<file path="config.mk">
export PLATFORM = sky130hd
export DESIGN_NAME = switch_ingress_arb
export DESIGN_NICKNAME = d
export VERILOG_FILES = /design/src/rtl/switch_ingress_arb.sv
export SDC_FILE = /design/constraint.sdc
export NUM_CORES = 1
export LEC_CHECK = 0
export ABC_AREA = 1
export CAP_MARGIN = 0
export CORE_AREA = 5 5 286 288
export DETAILED_ROUTE_END_ITERATION = 7
export DIE_AREA = 0 0 291 293
export PLACE_DENSITY_LB_ADDON = 0.15
export SYNTH_ARGS = -nofsm -noshare
export SYNTH_HDL_FRONTEND = slang
export SYNTH_SLANG_ARGS = --single-unit
</file>
<file path="constraint.sdc">
create_clock -name clk -period 6.6 [get_ports clk]
set_input_delay 1.32 -clock clk [delete_from_list [all_inputs] [get_ports clk]]
set_output_delay 1.32 -clock clk [all_outputs]
set_load 0.1 [all_outputs]
</file>
<file path="src/rtl/switch_ingress_arb.sv">
// rtl/switch_ingress_arb.sv - packet-granular round-robin arbiter for the switch core ingress write port (optional stats: SWITCH_INGRESS_ARB_STATS_EN)
module switch_ingress_arb #(
    parameter int NPORT     = 4,
    parameter int MAX_BEATS = 96
) (
    input  logic                 clk,
    input  logic                 rstn,
    input  logic [16*NPORT-1:0]  in_desc,
    input  logic [NPORT-1:0]     in_desc_vld,
    output logic [NPORT-1:0]     in_desc_rdy,
    input  logic [128*NPORT-1:0] in_data,
    input  logic [NPORT-1:0]     in_data_vld,
    output logic [NPORT-1:0]     in_data_rdy,
    output logic [127:0]         o_cell_data_fifo_din,
    output logic                 o_cell_data_fifo_wr,
    output logic [15:0]          o_cell_ptr_fifo_din,
    output logic                 o_cell_ptr_fifo_wr,
    input  logic                 i_cell_bp,
    output logic [NPORT-1:0]     o_grant,
`ifdef SWITCH_INGRESS_ARB_STATS_EN
    output logic [16*NPORT-1:0]  o_pkt_cnt,
    output logic [15:0]          o_drop_cnt,
`endif
    output logic                 o_drop
);

    typedef enum logic [1:0] {
        ST_IDLE = 2'd0,
        ST_DATA = 2'd1,
        ST_DROP = 2'd2,
        ST_PTR  = 2'd3
    } state_t;

    localparam logic [7:0]       LP_MAX = 8'(MAX_BEATS);
    localparam logic [NPORT-1:0] LP_ONE = 1;

    state_t             r_state;
    logic [1:0]         r_rr;
    logic [1:0]         r_gidx;
    logic [NPORT-1:0]   r_grant;
    logic [15:0]        r_desc;
    logic [7:0]         r_cnt;
    logic [127:0]       r_data_din;
    logic               r_data_wr;
    logic [15:0]        r_ptr_din;
    logic               r_ptr_wr;
    logic               r_drop;

    logic               w_found;
    logic [1:0]         w_win;
    logic [1:0]         w_idx;
    logic               w_start;
    logic [15:0]        w_desc_sel;
    logic [7:0]         w_len;
    logic [127:0]       w_beat;
    logic               w_beat_acc;
    logic               w_last;

    // Round-robin search: first requesting port at or after the RR pointer.
    always_comb begin
        w_found = 1'b0;
        w_win   = r_rr;
        w_idx   = r_rr;
        for (int i = 0; i < NPORT; i++) begin
            w_idx = r_rr + 2'(i);
            if (!w_found && in_desc_vld[w_idx]) begin
                w_found = 1'b1;
                w_win   = w_idx;
            end
        end
    end

    assign w_start    = (r_state == ST_IDLE) && w_found && !i_cell_bp;
    assign w_desc_sel = in_desc[{w_win, 4'b0000} +: 16];
    assign w_len      = w_desc_sel[7:0];
    assign w_beat     = in_data[{r_gidx, 7'b0000000} +: 128];
    assign w_beat_acc = |(in_data_vld & in_data_rdy);
    assign w_last     = (r_cnt + 8'd1) == r_desc[7:0];

    // Descriptor accept is offered to the round-robin winner only, for one cycle.
    always_comb begin
        in_desc_rdy = '0;
        if (w_start) begin
            in_desc_rdy = LP_ONE << w_win;
        end
    end

    // Beat accept: granted port only; bp gates real data but not discarded beats.
    always_comb begin
        in_data_rdy = '0;
        case (r_state)
            ST_DATA: in_data_rdy = i_cell_bp ? '0 : r_grant;
            ST_DROP: in_data_rdy = r_grant;
            default: in_data_rdy = '0;
        endcase
    end

    // Packet FSM with registered core-side strobes; pointer always trails the last data write.
    always_ff @(posedge clk or negedge rstn) begin
        if (!rstn) begin
            r_state    <= ST_IDLE;
            r_rr       <= 2'd0;
            r_gidx     <= 2'd0;
            r_grant    <= '0;
            r_desc     <= 16'd0;
            r_cnt      <= 8'd0;
            r_data_din <= 128'd0;
            r_data_wr  <= 1'b0;
            r_ptr_din  <= 16'd0;
            r_ptr_wr   <= 1'b0;
            r_drop     <= 1'b0;
        end else begin
            r_data_wr <= 1'b0;
            r_ptr_wr  <= 1'b0;
            r_drop    <= 1'b0;
            case (r_state)
                ST_IDLE: begin
                    if (w_start) begin
                        r_desc <= w_desc_sel;
                        r_gidx <= w_win;
                        r_cnt  <= 8'd0;
                        if (w_len == 8'd0) begin
                            r_drop <= 1'b1;
                            r_rr   <= w_win + 2'd1;
                        end else begin
                            r_grant <= LP_ONE << w_win;
                            r_state <= (w_len > LP_MAX) ? ST_DROP : ST_DATA;
                        end
                    end
                end
                ST_DATA: begin
                    if (w_beat_acc) begin
                        r_data_din <= w_beat;
                        r_data_wr  <= 1'b1;
                        r_cnt      <= r_cnt + 8'd1;
                        if (w_last) begin
                            r_state <= ST_PTR;
                        end
                    end
                end
                ST_DROP: begin
                    if (w_beat_acc) begin
                        r_cnt <= r_cnt + 8'd1;
                        if (w_last) begin
                            r_drop  <= 1'b1;
                            r_rr    <= r_gidx + 2'd1;
                            r_grant <= '0;
                            r_state <= ST_IDLE;
                        end
                    end
                end
                ST_PTR: begin
                    r_ptr_wr  <= 1'b1;
                    r_ptr_din <= r_desc;
                    r_rr      <= r_gidx + 2'd1;
                    r_grant   <= '0;
                    r_state   <= ST_IDLE;
                end
                default: r_state <= ST_IDLE;
            endcase
        end
    end

    assign o_cell_data_fifo_din = r_data_din;
    assign o_cell_data_fifo_wr  = r_data_wr;
    assign o_cell_ptr_fifo_din  = r_ptr_din;
    assign o_cell_ptr_fifo_wr   = r_ptr_wr;
    assign o_grant              = r_grant;
    assign o_drop               = r_drop;

`ifdef SWITCH_INGRESS_ARB_STATS_EN
    logic [15:0] r_pkt_cnt [NPORT];
    logic [15:0] r_drop_cnt;

    // Saturating per-port completed-packet and total-drop counters.
    always_ff @(posedge clk or negedge rstn) begin
        if (!rstn) begin
            for (int i = 0; i < NPORT; i++) begin
                r_pkt_cnt[i] <= 16'd0;
            end
            r_drop_cnt <= 16'd0;
        end else begin
            if (r_state == ST_PTR && r_pkt_cnt[r_gidx] != 16'hFFFF) begin
                r_pkt_cnt[r_gidx] <= r_pkt_cnt[r_gidx] + 16'd1;
            end
            if (r_drop && r_drop_cnt != 16'hFFFF) begin
                r_drop_cnt <= r_drop_cnt + 16'd1;
            end
        end
    end

    for (genvar g = 0; g < NPORT; g++) begin : g_pkt_cnt
        assign o_pkt_cnt[16*g +: 16] = r_pkt_cnt[g];
    end
    assign o_drop_cnt = r_drop_cnt;
`endif

endmodule

</file>
# == Word-level counts from Yosys, hierarchy flattened ==
# Index checks and enable logic that the tools add are counted.
# totals
ff_bits,181
out_inout_bits,159
word_cells,106
input_bits,587
# op_classes
n_eq_ne,12
order_cmp,5
n_bitwise,1
addsub,6
shift,3
muxes,47
n_reduce_logical,21
# op_table
cell,n
$shiftx 512x10->128,1
$shiftx 64x7->16,1
$mux 2,14
$mux 4,6
$mux 8,2
$pmux 8 s2,1
$mux 1,15
$lt 2x3->1 const B,4
$ne 2x2->1 const B,6
$pmux 4 s3,1
$reduce_and 5->1,2
$add 8x1->8 const B,1
$bmux 1 s2,4
$eq 8x8->1,1
$gt 8x7->1 const B,1
$logic_not 8->1,1
$pmux 2 s4,1
$pmux 4 s2,1
$add 2x1->2 const B,3
$pmux 2 s3,1
$reduce_and 6->1,1
$logic_and 1x1->1,5
$add 2x2->2 const B,2
$and 4x4->4,1
13 further kinds,19

# == Logic depth before layout (Yosys ltp) ==
# Gate-level depths: netlist of run 1.
# logic_depth
ltp_word,18
depth_mapped,25
mapped_depth_nobuf,23

# == Worst setup path before layout of run 1 ==
# No wires, ideal clock.
# synth_path
path_kind,in2out
from,input in_desc_vld[3]
to,output in_desc_rdy[0]
cell_stages,8
arrival_ps,4253
setup_slack_ps,1027
cell_sequence,nand2_1 -> nand2_2 -> nand2_1 -> nand2_2 -> nor4_1 -> nor3_2 -> inv_1 -> nor3_1
# synth_between
elab_chain_cells,15
word_cells_on_any_way,25
# synth_lines
item,line_no,source
from (decl),9,"input logic [NPORT-1:0] in_desc_vld,"
$bmux 1 s2,66,if (!w_found && in_desc_vld[w_idx]) begin
$mux 1 (implied by the code),66,
$mux 1,66,
$logic_not 1->1,66,
$logic_and 1x1->1,66,
$mux 1,66,
$logic_not 1->1,66,
$logic_and 1x1->1,66,
$mux 1,66,
$logic_not 1->1,66,
$logic_and 1x1->1,66,
$mux 1,66,
$logic_and 1x1->1 (2 in series),73,assign w_start = (r_state == ST_IDLE) && w_found && !i_cell_bp;
$mux 4 *,83,if (w_start) begin
to (decl),10,"output logic [NPORT-1:0] in_desc_rdy,"
# Mark *: on every way between the ends. The rest lies on a longest branch, timed or not. The select of a mux whose other input is x is not followed.

# == Worst setup path in the final report of run 1 ==
# Same ends and word-level chain as after synthesis.

==> results of run 1 <==
==> registers in the layout, indices dropped and copies added (netlist names) <==
register / count
r_state: 2
r_rr: 2
o_cell_data_fifo_wr: 1
r_cnt: 8
o_grant: 4
o_drop: 1
o_cell_ptr_fifo_wr: 1
r_desc: 16
o_cell_ptr_fifo_din: 16
o_cell_data_fifo_din: 128
r_gidx: 2
==> routing by layer <==
layer  global-route usage  up-vias
met5                    0        -
met4              0.04361       30
met3              0.06387       86
met2               0.3158      519
met1               0.1854     6697
li1                     -     7080
==> final timing paths <==
kind / start / endpoint / slack [ns] / cells after the start
hold / removal: o_cell_ptr_fifo_din[12]$_DFFE_PN0P_ / o_cell_ptr_fifo_din[12]$_DFFE_PN0P_ / 0.48 / 2
setup / recovery: in_desc_vld[3] / in_desc_rdy[0] / 1.41 / 11
setup reg to reg: r_rr[0]$_DFFE_PN0P_ / r_desc[12]$_DFFE_PN0P_ / 3.11 / 12
hold reg to reg: o_cell_ptr_fifo_din[12]$_DFFE_PN0P_ / o_cell_ptr_fifo_din[12]$_DFFE_PN0P_ / 0.48 / 2
min in group asynchronous: rstn / o_cell_ptr_fifo_din[13]$_DFFE_PN0P_ / 0.78 / 1
max in group asynchronous: rstn / o_cell_data_fifo_din[71]$_DFFE_PN0P_ / 4.66 / 2
==> cells in the mapped netlist, drive strengths merged <==
master  count
a21oi       2
a22oi       4
a31oi     130
buf        20
clkbuf    110
dfrtp     181
ha          6
inv        47
nand2     214
nand3      30
nand3b      5
nand4      11
nor2      669
nor3        4
nor4        2
o21a        1
o21ai     302
or2         2
xnor2       1
xor2       12
==> cells by family after synthesis <==
logic type | Yosys count | share of synthesized area
AOI/OAI and AO/OA | 439 | 0.2064
xor gates and xnor gates | 13 | 0.009891
adders and majority gates | 6 | 0.006522
buffers and inverters | 177 | 0.06120
DFF | 181 | 0.3935
and+or+nand+nor | 937 | 0.3225
==> stage by stage <==
step	total power [mW]	std cells	setup WS (ns)	area, um^2
final	11.70	3472	1.410	20540
after global routing	12.48	3466	1.155	20530
after CTS	11.91	3465	1.406	20530
after detailed placement	10.69	3434	1.410	19920
after global placement	10.67	3434	1.529	19920
after floorplan	7.993	1753	1.027	11510
==> layout by cell type (no fill, tap or decap), drive strengths merged, types with 3 or more instances in the layout <==
cell type | netlist | routed
a22oi | 4 | 4
a31oi | 130 | 130
buf | 20 | 37
bufinv | 0 | 3
clkbuf | 110 | 18
clkdlybuf4s50 | 0 | 724
clkinv | 0 | 5
dfrtp | 181 | 181
diode | 0 | 7
ha | 6 | 6
inv | 47 | 51
nand2 | 214 | 214
nand3 | 30 | 30
nand3b | 5 | 5
nand4 | 11 | 11
nor2 | 669 | 669
nor3 | 4 | 4
o21ai | 302 | 302
xor2 | 12 | 12
==> report_power, final <==
group	leakage [nW]	internal (mW)	switching, mW	total, mW
logic	5.64	2.13	6.38	8.51
clock network	0.295	0.603	0.548	1.15
registers	2.32	1.63	0.409	2.04
==> cell type report <==
cell class | count | share of cell area
antenna | 7 | 0.0008527
clock buffer | 18 | 0.02089
clock inverter | 13 | 0.008466
inverter | 47 | 0.009075
multi-input combinational | 1395 | 0.3062
sequential | 181 | 0.2208
tap | 1050 | 0.06395
timing repair buffer | 761 | 0.3697
==> worst min-delay path: cells and delay by family, from the launching register on <==
kind	cells	cell delay [ns]
simple gates	2	0.11
flops	1	0.35
==> results.toml, run 1 <==
[run_status]
status = "finished clean"

[detailed_routing]
highest_layer = "met5"
vias = 14410
drc = 0
totalWireLength_mm = 76.22
detail_route.vias_per_cell = 4.151
drt-pass1-iter-count = 5
drtIter0Drc = 749
wl_met2_mm = 39.44
route.met3.wl_mm = 6.081
detail_route.wl_per_cell_um = 21.95
drt-met1-wl_mm = 28.76
drtAntennaViolNets = 0

[sta]
hold_viol_final = 0
finalCriticalPeriod_ns = 5.190
hold_ws_ns = 0.4818
clock_skew_ns = 0.02192
finalSetupTns_ns = 0
period_share = 0.7863
final_max_slew_viol_count = 0
fmax_ghz = 0.1927
slew_headroom = 0.1765
worst_pin_slew_ns = 1.231
setup_viol = 0
rsz0062_at_grt = "no"

[flow_run]
drv_cap = 0

[global_route]
grt_max_degree = 159
grt_usage = 0.1711
grt.overflow.total = 0
first_global_vias = 14890
antenna_found_initial = 29
grt_pass1_wl_mm = 107.4

[logic_synthesis]
synth_area_leader_cell = "dfrtp_1"
syn_area_um2 = 11510
ys_seq_elements = 181
synth.avg_cell_area_um2 = 6.566
synthTopCellsByArea = "dfrtp_1 (39%), nor2_1 (22%), o21ai_0 (13%)"
syn_nets = 2346
netlist_instances = 1753
synth-seq-area-share = 0.3935
ys_types = 35
yosysTopAreaCellShare = 0.3935
yosys_warnings = 0

[die]
die_w_um = 291
die_y_um = 293
num_rows = 103
initial_core_util = 0.1464
num_io_pins = 746
coreArea_um2 = 78610
dieArea_um2 = 85260

[cts]
cts_resized = 0
clk_pin_slew_ns = 0.08
cts_tree = "built"
cts.sinks = 181
cts_max_level = 4
clockBufferDepth = 2
clock_latency_ns = 0.49
cts_root_buf = "clkbuf_16"
cts_buffers = 17
cts_hold_buf = 0
cts_setup_buffers = 0

[worst_setup_path]
crit_type = "input port to output port"
critPathBufInv = 3
slowest_delay_ns = 0.49
cp_slowest_cell = "nand2_2"
crit_family = "simple AND/OR/NAND/NOR gates"
cp-end-kind = "output port"
required_ns = 5.28
path_common_cell = "nand2_2"
cp-start-kind = "input port"
cp_max_fo = 20
path_cells = "clkdlybuf4s50_1 > nand2_1 > nand2_2 > nand2_1 > nand2_2 > nor2_8 > nand4_1 > nand2_2 > inv_2 > nor3_1 > buf_4"
arrival_ns = 3.87

[min_path]
hold_path.class = "flop to flop"

[power]
leakage_nw = 8.260
p_per_area_nw_per_um2 = 569.7
irDropWorstVdd_mv = 0.2224

[final_layout]
utilization = 0.2613
drive_above_1_share = 0.04099
multiInputGateArea_um2 = 6291
nFillCells = 8633
fin_nets = 2996
regArea_um2 = 4537
syn_to_final_growth_pct = 78.47

[placement]
numPortBuffers = 745
place_congestion = 0.8674
dpl.hpwl_mm = 60.68
(Power assumes the default switching activity.)
==> run 2: changes to the inputs <==
==> constraint.sdc (replaced) <==
create_clock -name clk -period 4.5 [get_ports clk]
set_input_delay 0.9 -clock clk [delete_from_list [all_inputs] [get_ports clk]]
set_output_delay 0.9 -clock clk [all_outputs]
set_load 0.1 [all_outputs]
==> results.toml, run 2 (same netlist as run 1, synthesis figures left out) <==
[worst_setup_path]
path_cells = "clkdlybuf4s50_1 > nand2_1 > nand2_1 > nand2_1 > nand2_4 > nand2_2 > nand2_1 > nand2_1 > nand2_2 > nand2_2 > inv_2 > nand2_1 > nor2_1 > buf_12"
regToRegEndpoint = "r_desc[14]$_DFFE_PN0P_"
worstRegToRegCells = 15
cp-start-kind = "input port"
cp_max_fo = 11
cp-end-kind = "output port"
crit_start = "in_desc_vld[2]"
reg2reg_slack_ns = 1.55
r2r_start = "r_rr[0]$_DFFE_PN0P_"
cp-endpoint = "in_desc_rdy[1]"
path_common_cell = "nand2_1"
slowest_delay_ns = 0.50
arrival_ns = 3.08
required_ns = 3.60
cp_slowest_cell = "clkdlybuf4s50_1"
crit_type = "input port to output port"

[placement]
dpl.hpwl_mm = 61.39
dp.cells = 3446
placed_cell_area_um2 = 20050
pre_cts_ws_ns = 0.4707
place_congestion = 0.8472
numPortBuffers = 745

[cts]
cts_tree = "built"
clockBufferDepth = 2
clk_pin_slew_ns = 0.09
cts_root_buf = "clkbuf_16"
cts_setup_buffers = 0
clock_latency_ns = 0.50
cts_hold_buf = 0
cts_buffers = 17
cts_max_level = 4
cts.sinks = 181
cts_resized = 0

[die]
dieArea_um2 = 85260
die_w_um = 291
num_io_pins = 746
die_y_um = 293
coreArea_um2 = 78610
initial_core_util = 0.1464
num_rows = 103

[sta]
hold_viol_final = 0
finalSetupTns_ns = 0
period_share = 0.8855
fmax_ghz = 0.2509
finalCriticalPeriod_ns = 3.985
slew_headroom = 0.1985
worst_slack_ns = 0.5151
final_max_slew_viol_count = 0
setup_viol = 0
clock_skew_ns = 0.02641
hold_ws_ns = 0.4516
rsz0062_at_grt = "no"
worst_pin_slew_ns = 1.199

[detailed_routing]
drtAntennaViolNets = 0
detail_route.wl_per_cell_um = 21.98
drtIter0Drc = 630
totalWireLength_mm = 76.68
vias = 14420
drc = 0
drt-pass1-iter-count = 5
detail_route.vias_per_cell = 4.133

[global_route]
first_global_vias = 14720
grt_usage = 0.1720
antenna_found_initial = 32
grt.overflow.total = 0
grt_max_degree = 177
grt_pass1_wl_mm = 107.9

[power]
intPower_mw = 6.430
leakage_nw = 8.319
switching_share = 0.6264
power_mw = 17.21
clockPowerShare = 0.095
p_seq_frac = 0.172
irDropWorstVdd_mv = 0.4018
power_frac_comb = 0.733
p_sw_mw = 10.78
p_per_area_nw_per_um2 = 833.3

[final_layout]
regArea_um2 = 4537
mostFrequentLayoutCells = "clkdlybuf4s50_1 (721), nor2_1 (664), o21ai_0 (297), nand2_1 (200), dfrtp_1 (179)"
final_cells = 3488
drive_above_1_share = 0.04778
syn_to_final_growth_pct = 79.45
final_common_cell = "clkdlybuf4s50_1"
fin_nets = 3008
nFillCells = 8678
utilization = 0.2628
largest_register_ffs = 128
final_area_um2 = 20660
multiInputGateArea_um2 = 6296

[run_status]
status = "finished clean"

[flow_run]
drv_cap = 0

[min_path]
hold_path.class = "input port to asynchronous set/reset pin"
## run 2: cell count changes in the layout (fill, tap and decap cells not counted), sizes merged
cell	before	now
buf	37	52
inv	51	56
clkdlybuf4s50	724	721
diode	7	10
bufinv	3	1
clkinv	5	3
## run 2: critical path, delay by kind of cell
kind / cells / cell delay [ns]
buffers and inverters: 3 / 0.89
AND/OR/NAND/NOR: 11 / 1.26
## run 2: cell type report
type | instances | area share
diodes | 10 | 0.001211
clock buffers | 18 | 0.02078
clock inverters | 14 | 0.007450
inverters | 47 | 0.009025
multi-input cells | 1395 | 0.3048
flip-flops and latches | 181 | 0.2196
well taps | 1050 | 0.06360
repair buffers | 773 | 0.3735
## run 2: worst min path at each step
| stage | depth (start not counted) | end | slack, ns |
|---|---|---|---|
| 3_5_place_dp | 2 | o_cell_ptr_fifo_din[15]$_DFFE_PN0P_ | 0.46 |
| 4_1_cts | 1 | o_cell_ptr_fifo_din[15]$_DFFE_PN0P_ | 0.45 |
| 2_1_floorplan | 2 | r_desc[15]$_DFFE_PN0P_ | 0.45 |
| 6_report | 1 | o_cell_ptr_fifo_din[15]$_DFFE_PN0P_ | 0.45 |
| 5_1_grt | 1 | o_cell_ptr_fifo_din[15]$_DFFE_PN0P_ | 0.48 |
| 3_3_place_gp | 2 | o_cell_ptr_fifo_din[15]$_DFFE_PN0P_ | 0.46 |
## run 2: power by group through the flow
| stage | Combinational [mW] | Sequential (mW) | Clock [mW] |
|---|---|---|---|
| floorplan | 4.35 | 7.38 | 0 |
| global placement | 12.8 | 2.97 | 0 |
| detailed placement | 12.8 | 3.00 | 0 |
| CTS | 12.8 | 2.97 | 1.72 |
| global route | 13.5 | 3.06 | 1.77 |
| finish | 12.6 | 2.96 | 1.63 |
## run 2: routing by layer
layer  GRT usage  vias up  share of wire
li1            -     7094              -
met2      0.3163      494           0.52
met4     0.04675       28          0.022
met5           0        -         0.0025
met1      0.1880     6714           0.38
met3     0.06100       87          0.074
